[src/rtl/alu_pkg.sv]
// Shared definitions for the ALU sequencing stage: opcodes, FSM states, widths.
package alu_pkg;
  localparam int DATA_W   = 8;
  localparam int NUM_REGS = 4;
  localparam int RA_W     = 2;

  typedef enum logic [2:0] {
    OP_ADD = 3'd0,
    OP_RSH = 3'd1,
    OP_LSH = 3'd2,
    OP_NOT = 3'd3,
    OP_AND = 3'd4,
    OP_OR  = 3'd5,
    OP_XOR = 3'd6,
    OP_CMP = 3'd7
  } alu_op_e;

  typedef enum logic [1:0] {
    ST_IDLE     = 2'd0,
    ST_LOAD_TMP = 2'd1,
    ST_EXEC     = 2'd2,
    ST_WB       = 2'd3
  } seq_state_e;
endpackage

[src/rtl/alu_regfile.sv]
// 4x8 general register file: one write port (writeback beats external write),
// combinational reads for operand A, operand B/TMP load and debug.
module alu_regfile
  import alu_pkg::*;
(
  input  logic              clk,
  input  logic              rst_n,
  input  logic              i_wb_en,
  input  logic [RA_W-1:0]   i_wb_addr,
  input  logic [DATA_W-1:0] i_wb_data,
  input  logic              i_wr_en,
  input  logic [RA_W-1:0]   i_wr_addr,
  input  logic [DATA_W-1:0] i_wr_data,
  input  logic [RA_W-1:0]   i_a_addr,
  output logic [DATA_W-1:0] o_a_data,
  input  logic [RA_W-1:0]   i_b_addr,
  output logic [DATA_W-1:0] o_b_data,
  input  logic [RA_W-1:0]   i_dbg_addr,
  output logic [DATA_W-1:0] o_dbg_data
);
  logic [NUM_REGS-1:0][DATA_W-1:0] r_regs;

  always_ff @(posedge clk or negedge rst_n) begin
    if (!rst_n) begin
      r_regs <= '0;
    end else begin
      for (int i = 0; i < NUM_REGS; i++) begin
        if (i_wb_en && i_wb_addr == RA_W'(i))
          r_regs[i] <= i_wb_data;
        else if (i_wr_en && i_wr_addr == RA_W'(i))
          r_regs[i] <= i_wr_data;
      end
    end
  end

  assign o_a_data   = r_regs[i_a_addr];
  assign o_b_data   = r_regs[i_b_addr];
  assign o_dbg_data = r_regs[i_dbg_addr];
endmodule

[src/rtl/alu_sequencer.sv]
// Four-phase sequencer around an external combinational ALU:
// IDLE (accept) -> LOAD_TMP -> EXEC (capture ACC/flags) -> WB (register write).
module alu_sequencer #(
  parameter bit USE_CARRY = 1'b1,
  parameter int DATA_W    = 8
) (
  input  logic              clk,
  input  logic              rst_n,
  input  logic              req_valid,
  output logic              req_ready,
  input  logic [2:0]        req_op,
  input  logic [1:0]        req_ra,
  input  logic [1:0]        req_rb,
  input  logic              clf,
  input  logic              wr_en,
  input  logic [1:0]        wr_addr,
  input  logic [DATA_W-1:0] wr_data,
  input  logic [1:0]        rd_addr,
  output logic [DATA_W-1:0] rd_data,
  output logic              done,
  output logic [DATA_W-1:0] alu_a,
  output logic [DATA_W-1:0] alu_b,
  output logic [2:0]        alu_op,
  output logic              alu_c_in,
  input  logic [DATA_W-1:0] alu_c,
  input  logic              alu_c_out,
  input  logic              alu_a_larger,
  input  logic              alu_equal,
  input  logic              alu_zero,
  output logic              flag_c,
  output logic              flag_a,
  output logic              flag_e,
  output logic              flag_z
);
  import alu_pkg::*;

  seq_state_e        r_state, w_next;
  alu_op_e           r_op;
  logic [1:0]        r_ra, r_rb;
  logic [DATA_W-1:0] r_tmp, r_acc;
  logic              r_flag_c, r_flag_a, r_flag_e, r_flag_z;
  logic              r_done;
  logic              w_accept, w_wb_en;
  logic [DATA_W-1:0] w_ra_data, w_rb_data;

  always_comb begin
    w_next    = r_state;
    req_ready = 1'b0;
    w_accept  = 1'b0;
    w_wb_en   = 1'b0;
    case (r_state)
      ST_IDLE: begin
        req_ready = 1'b1;
        if (req_valid) begin
          w_accept = 1'b1;
          w_next   = ST_LOAD_TMP;
        end
      end
      ST_LOAD_TMP: w_next = ST_EXEC;
      ST_EXEC:     w_next = ST_WB;
      ST_WB: begin
        w_wb_en = (r_op != OP_CMP);
        w_next  = ST_IDLE;
      end
      default:     w_next = ST_IDLE;
    endcase
  end

  always_ff @(posedge clk or negedge rst_n) begin
    if (!rst_n) begin
      r_state <= ST_IDLE;
      r_op    <= OP_ADD;
      r_ra    <= '0;
      r_rb    <= '0;
      r_tmp   <= '0;
      r_acc   <= '0;
      r_done  <= 1'b0;
    end else begin
      r_state <= w_next;
      // done rises with the register already written, in the cycle after WB
      r_done  <= (r_state == ST_WB);
      if (w_accept) begin
        r_op <= alu_op_e'(req_op);
        r_ra <= req_ra;
        r_rb <= req_rb;
      end
      if (r_state == ST_LOAD_TMP) r_tmp <= w_rb_data;
      if (r_state == ST_EXEC)     r_acc <= alu_c;
    end
  end

  // EXEC overwrites every flag, so clf racing an accept needs no special case
  always_ff @(posedge clk or negedge rst_n) begin
    if (!rst_n) begin
      {r_flag_c, r_flag_a, r_flag_e, r_flag_z} <= 4'b0000;
    end else if (r_state == ST_EXEC) begin
      {r_flag_c, r_flag_a, r_flag_e, r_flag_z} <= {alu_c_out, alu_a_larger, alu_equal, alu_zero};
    end else if (r_state == ST_IDLE && clf) begin
      {r_flag_c, r_flag_a, r_flag_e, r_flag_z} <= 4'b0000;
    end
  end

  alu_regfile u_regfile (
    .clk        (clk),
    .rst_n      (rst_n),
    .i_wb_en    (w_wb_en),
    .i_wb_addr  (r_rb),
    .i_wb_data  (r_acc),
    .i_wr_en    (wr_en),
    .i_wr_addr  (wr_addr),
    .i_wr_data  (wr_data),
    .i_a_addr   (r_ra),
    .o_a_data   (w_ra_data),
    .i_b_addr   (r_rb),
    .o_b_data   (w_rb_data),
    .i_dbg_addr (rd_addr),
    .o_dbg_data (rd_data)
  );

  assign alu_a    = w_ra_data;
  assign alu_b    = r_tmp;
  assign alu_op   = r_op;
  assign alu_c_in = USE_CARRY ? r_flag_c : 1'b0;
  assign done     = r_done;
  assign flag_c   = r_flag_c;
  assign flag_a   = r_flag_a;
  assign flag_e   = r_flag_e;
  assign flag_z   = r_flag_z;
endmodule
[config.mk]
export PLATFORM = sky130hd
export DESIGN_NAME = alu_sequencer
export DESIGN_NICKNAME = d
export VERILOG_FILES = /design/src/rtl/alu_pkg.sv /design/src/rtl/alu_regfile.sv /design/src/rtl/alu_sequencer.sv
export SDC_FILE = /design/constraint.sdc
export NUM_CORES = 1
export LEC_CHECK = 0
export CORE_ASPECT_RATIO = 2
export CORE_MARGIN = 1.5
export CORE_UTILIZATION = 46
export DETAILED_ROUTE_END_ITERATION = 16
export GPL_TIMING_DRIVEN = 0
export PLACE_DENSITY = 0.76
export SYNTH_ARGS = -nofsm -noshare
export SYNTH_HDL_FRONTEND = slang
export SYNTH_SLANG_ARGS = --single-unit
[constraint.sdc]
create_clock -name clk -period 1.41 [get_ports clk]
set_input_delay 0.3525 -clock clk [delete_from_list [all_inputs] [get_ports clk]]
set_output_delay 0.3525 -clock clk [all_outputs]
set_load 0.05 [all_outputs]
==> results.py <==
metrics = {
    "drt": {
        "drt_iter0_drc": 109,
        "wl_per_cell_um": 20.7,
        "route.detailed.drc": 0,
        "first_pass_iters": 4,
        "num_vias": 2339,
        "finalWirelength_um": 8510,
        "antenna_left": 0,
        "via_per_inst": 5.69,
    },
    "sta": {
        "fmax_mhz": 515,
        "tightest_slew_ns": 0.683,
        "slew_headroom": 0.545,
        "hold_viol": 0,
        "final_max_slew_viol_count": 0,
        "period_needed_ns": 1.94,
        "clock_skew_ns": 0.00855,
        "setup_viol": 55,
        "grt_setup_unrepaired": "true",
        "timing.final.crit_share": 1.38,
        "setup_slack_ns": -0.531,
    },
    "clocking": {
        "insertion_delay_ns": 0.33,
        "cts_tree": "done",
        "clockRootBuffer": "clkbuf_16",
        "clk_path_buf_depth": 2,
        "cts-htree-levels": 3,
        "clk_pin_slew_worst_paths_ns": 0.05,
        "numCtsBuffers": 9,
        "clkSinkCount": 62,
        "hold_buffers": 0,
    },
    "floorplan": {
        "core-area_mm2": 0.00716,
        "start_util": 0.472,
        "die_y_um": 124,
        "placementRows": 44,
        "die-area_mm2": 0.00790,
        "die_x_um": 63.6,
        "ios": 70,
    },
    "cells_and_area": {
        "syn2layout_area_growth_pct": 43.1,
        "final_core_util": 0.675,
        "drive_above_1_share": 0.665,
        "layout.nets": 354,
        "n_antenna_cell": 0,
    },
    "worst_setup_path": {
        "cp.arrival_ns": 1.59,
        "critPathKind": "reg2out",
        "cp-start-kind": "register",
        "r2r_slack_ns": -0.10,
        "crit_path_end_kind": "output pin",
        "worst-r2r-cell-count": 3,
        "worstPathRequired_ns": 1.06,
        "max_stage_delay_ns": 0.51,
        "crit_family": "multiplexers",
        "critPathBufInv": 2,
        "cp_max_fo": 4,
        "cp_slowest_cell": "mux4_2",
        "cp_num_cells": 3,
        "cp_cell_sequence": "clkbuf_16, mux4_2, buf_6",
    },
    "yosys": {
        "yosys_register_bits": 62,
        "ys_async_sr_fraction": 1.00,
        "synth-edff-count": 0,
        "synth_mux_area_frac": 0.450,
        "synthSimpleGateAreaFrac": 0.0452,
        "synth_top_cell_by_area": "dfrtp_1",
        "synth-compound-area-share": 0.0111,
        "synthFlopType": "dfrtp_1",
        "synth_cells": 219,
        "synth_top_family_by_area": "multiplexers",
        "synth_xor_area_frac": 0,
        "synth-adder-area-share": 0.0148,
        "yosysMostFrequentCell": "mux2_2",
        "syn_area_per_cell_um2": 15.4,
        "synth_common_cells": "mux2_2 (87), dfrtp_1 (62), mux4_2 (24)",
        "synth.area.top_cells": "dfrtp_1 (46%), mux2_2 (29%), mux4_2 (16%)",
        "synth_top_cell_area_share": 0.459,
        "ys_seq_area_frac": 0.459,
        "synth_cell_types": 21,
        "syn-cell-area_mm2": 0.00338,
        "yosys_warnings": 0,
        "syn_nets": 259,
    },
    "global_routing": {
        "grt_pass1_wl_um": 12800,
        "grt_use_total": 0.224,
        "grt_remaining_overflow": 0,
        "grt_pass1_vias": 2521,
        "grt_max_degree": 36,
        "antenna_found_initial": 0,
    },
    "power": {
        "max-vdd-ir-drop_mv": 1.83,
        "powerDensity_mw_per_mm2": 2880,
        "fin_total_pwr_mw": 13.9,
        "leakagePower_nw": 2.09,
    },
    "placement": {
        "hpwl_um": 5510,
        "port_buffers": 67,
        "place.gp.congestion": 0.770,
    },
    "worst_hold_path": {
        "hold_class": "in2async",
    },
    "status": {
        "violations": "setup timing",
        "outcome": "finished, violations left",
    },
    "flow_run": {
        "max_cap_viol_count": 0,
    },
}
[worst paths after layout]
check,from,to
max,r_ra[0]$_DFFE_PN0P_,alu_a[1]
min,rst_n,alu_b[2]$_DFFE_PN0N_
max reg2reg,r_rb[0]$_DFFE_PN0P_,alu_b[5]$_DFFE_PN0N_
min reg2reg,alu_b[5]$_DFFE_PN0N_,alu_b[5]$_DFFE_PN0N_
max in group asynchronous,rst_n,r_acc[5]$_DFFE_PN0P_
min in group clk,alu_b[5]$_DFFE_PN0N_,alu_b[5]$_DFFE_PN0N_
[metal layers]
layer	vias up	wire, µm	global-route usage
met3	26	401	0.0497
met2	85	4570	0.393
met4	0	310	0.140
li1	1037	-	-
met1	1191	3230	0.243
met5	-	0	0
[per-stage QoR]
step                setup TNS [ns]  instances  hold WS [ns]  setup WS, ns  area [µm²]
finish                       -8.83        411        0.0638        -0.531        4830
CTS                          -7.51        402        0.0827        -0.525        4760
floorplan                    -1.65        219        0.0569       -0.0927        3470
global placement           -165.13        378         0.491         -2.25        4250
detailed placement          -40.08        379         0.427        -0.936        4270
global route                -10.52        411         0.108        -0.557        4830
[state kept, by name, summed over array words and instances, names as in the netlist, 2 cells and up]
name	count
r_rb	2
alu_op	3
r_acc	8
alu_b	8
u_regfile.r_regs	32
r_ra	2
r_state	2
[area by class of cell]
class                           instances  area, µm²
Clock buffer                           12        246
Inverter                                3       11.3
Fill cell                             532       2320
Multi-Input combinational cell        144       1950
Timing Repair Buffer                   87        827
Buffer                                  7       98.8
Sequential cell                        62       1560
Tap cell                               92        115
Clock inverter                          4       22.5
[timing repair]
item	CTS	global route
setup endpoints to repair	82	71
hold endpoints to repair	0	0
gates cloned	1	1
pin swaps	4	5
gates resized for setup	231	29
buffers inserted	9	8
[placed cells by master (no fill, tap or decap), types with 3 or more instances in the layout]
cell	n
buf_8	3
o21ai_0	5
mux4_2	24
buf_6	19
nand2_1	9
clkbuf_16	10
buf_4	15
dfrtp_2	6
mux2_2	68
buf_2	20
clkinv_2	3
mux2_4	19
clkdlybuf4s50_1	29
dfrtp_1	56
buf_12	5
[report_power, final]
part	internal (mW)	total (mW)	switching, mW	leakage [nW]
logic	4.12	8.29	4.17	1.22
clock network	1.23	1.99	0.760	0.132
registers	2.73	3.63	0.903	0.731
[logic make-up (layout without fill, tap and decap cells)]
group	Yosys count	count (layout)
adder cells (fa/ha/maj)	4	4
multiplexers	111	111
flip-flops	62	62
AO/OA/AOI/OAI	7	7
buffers and inverters	13	113
AND/OR/NAND/NOR	22	22
Power figures use the tool's default switching activity.
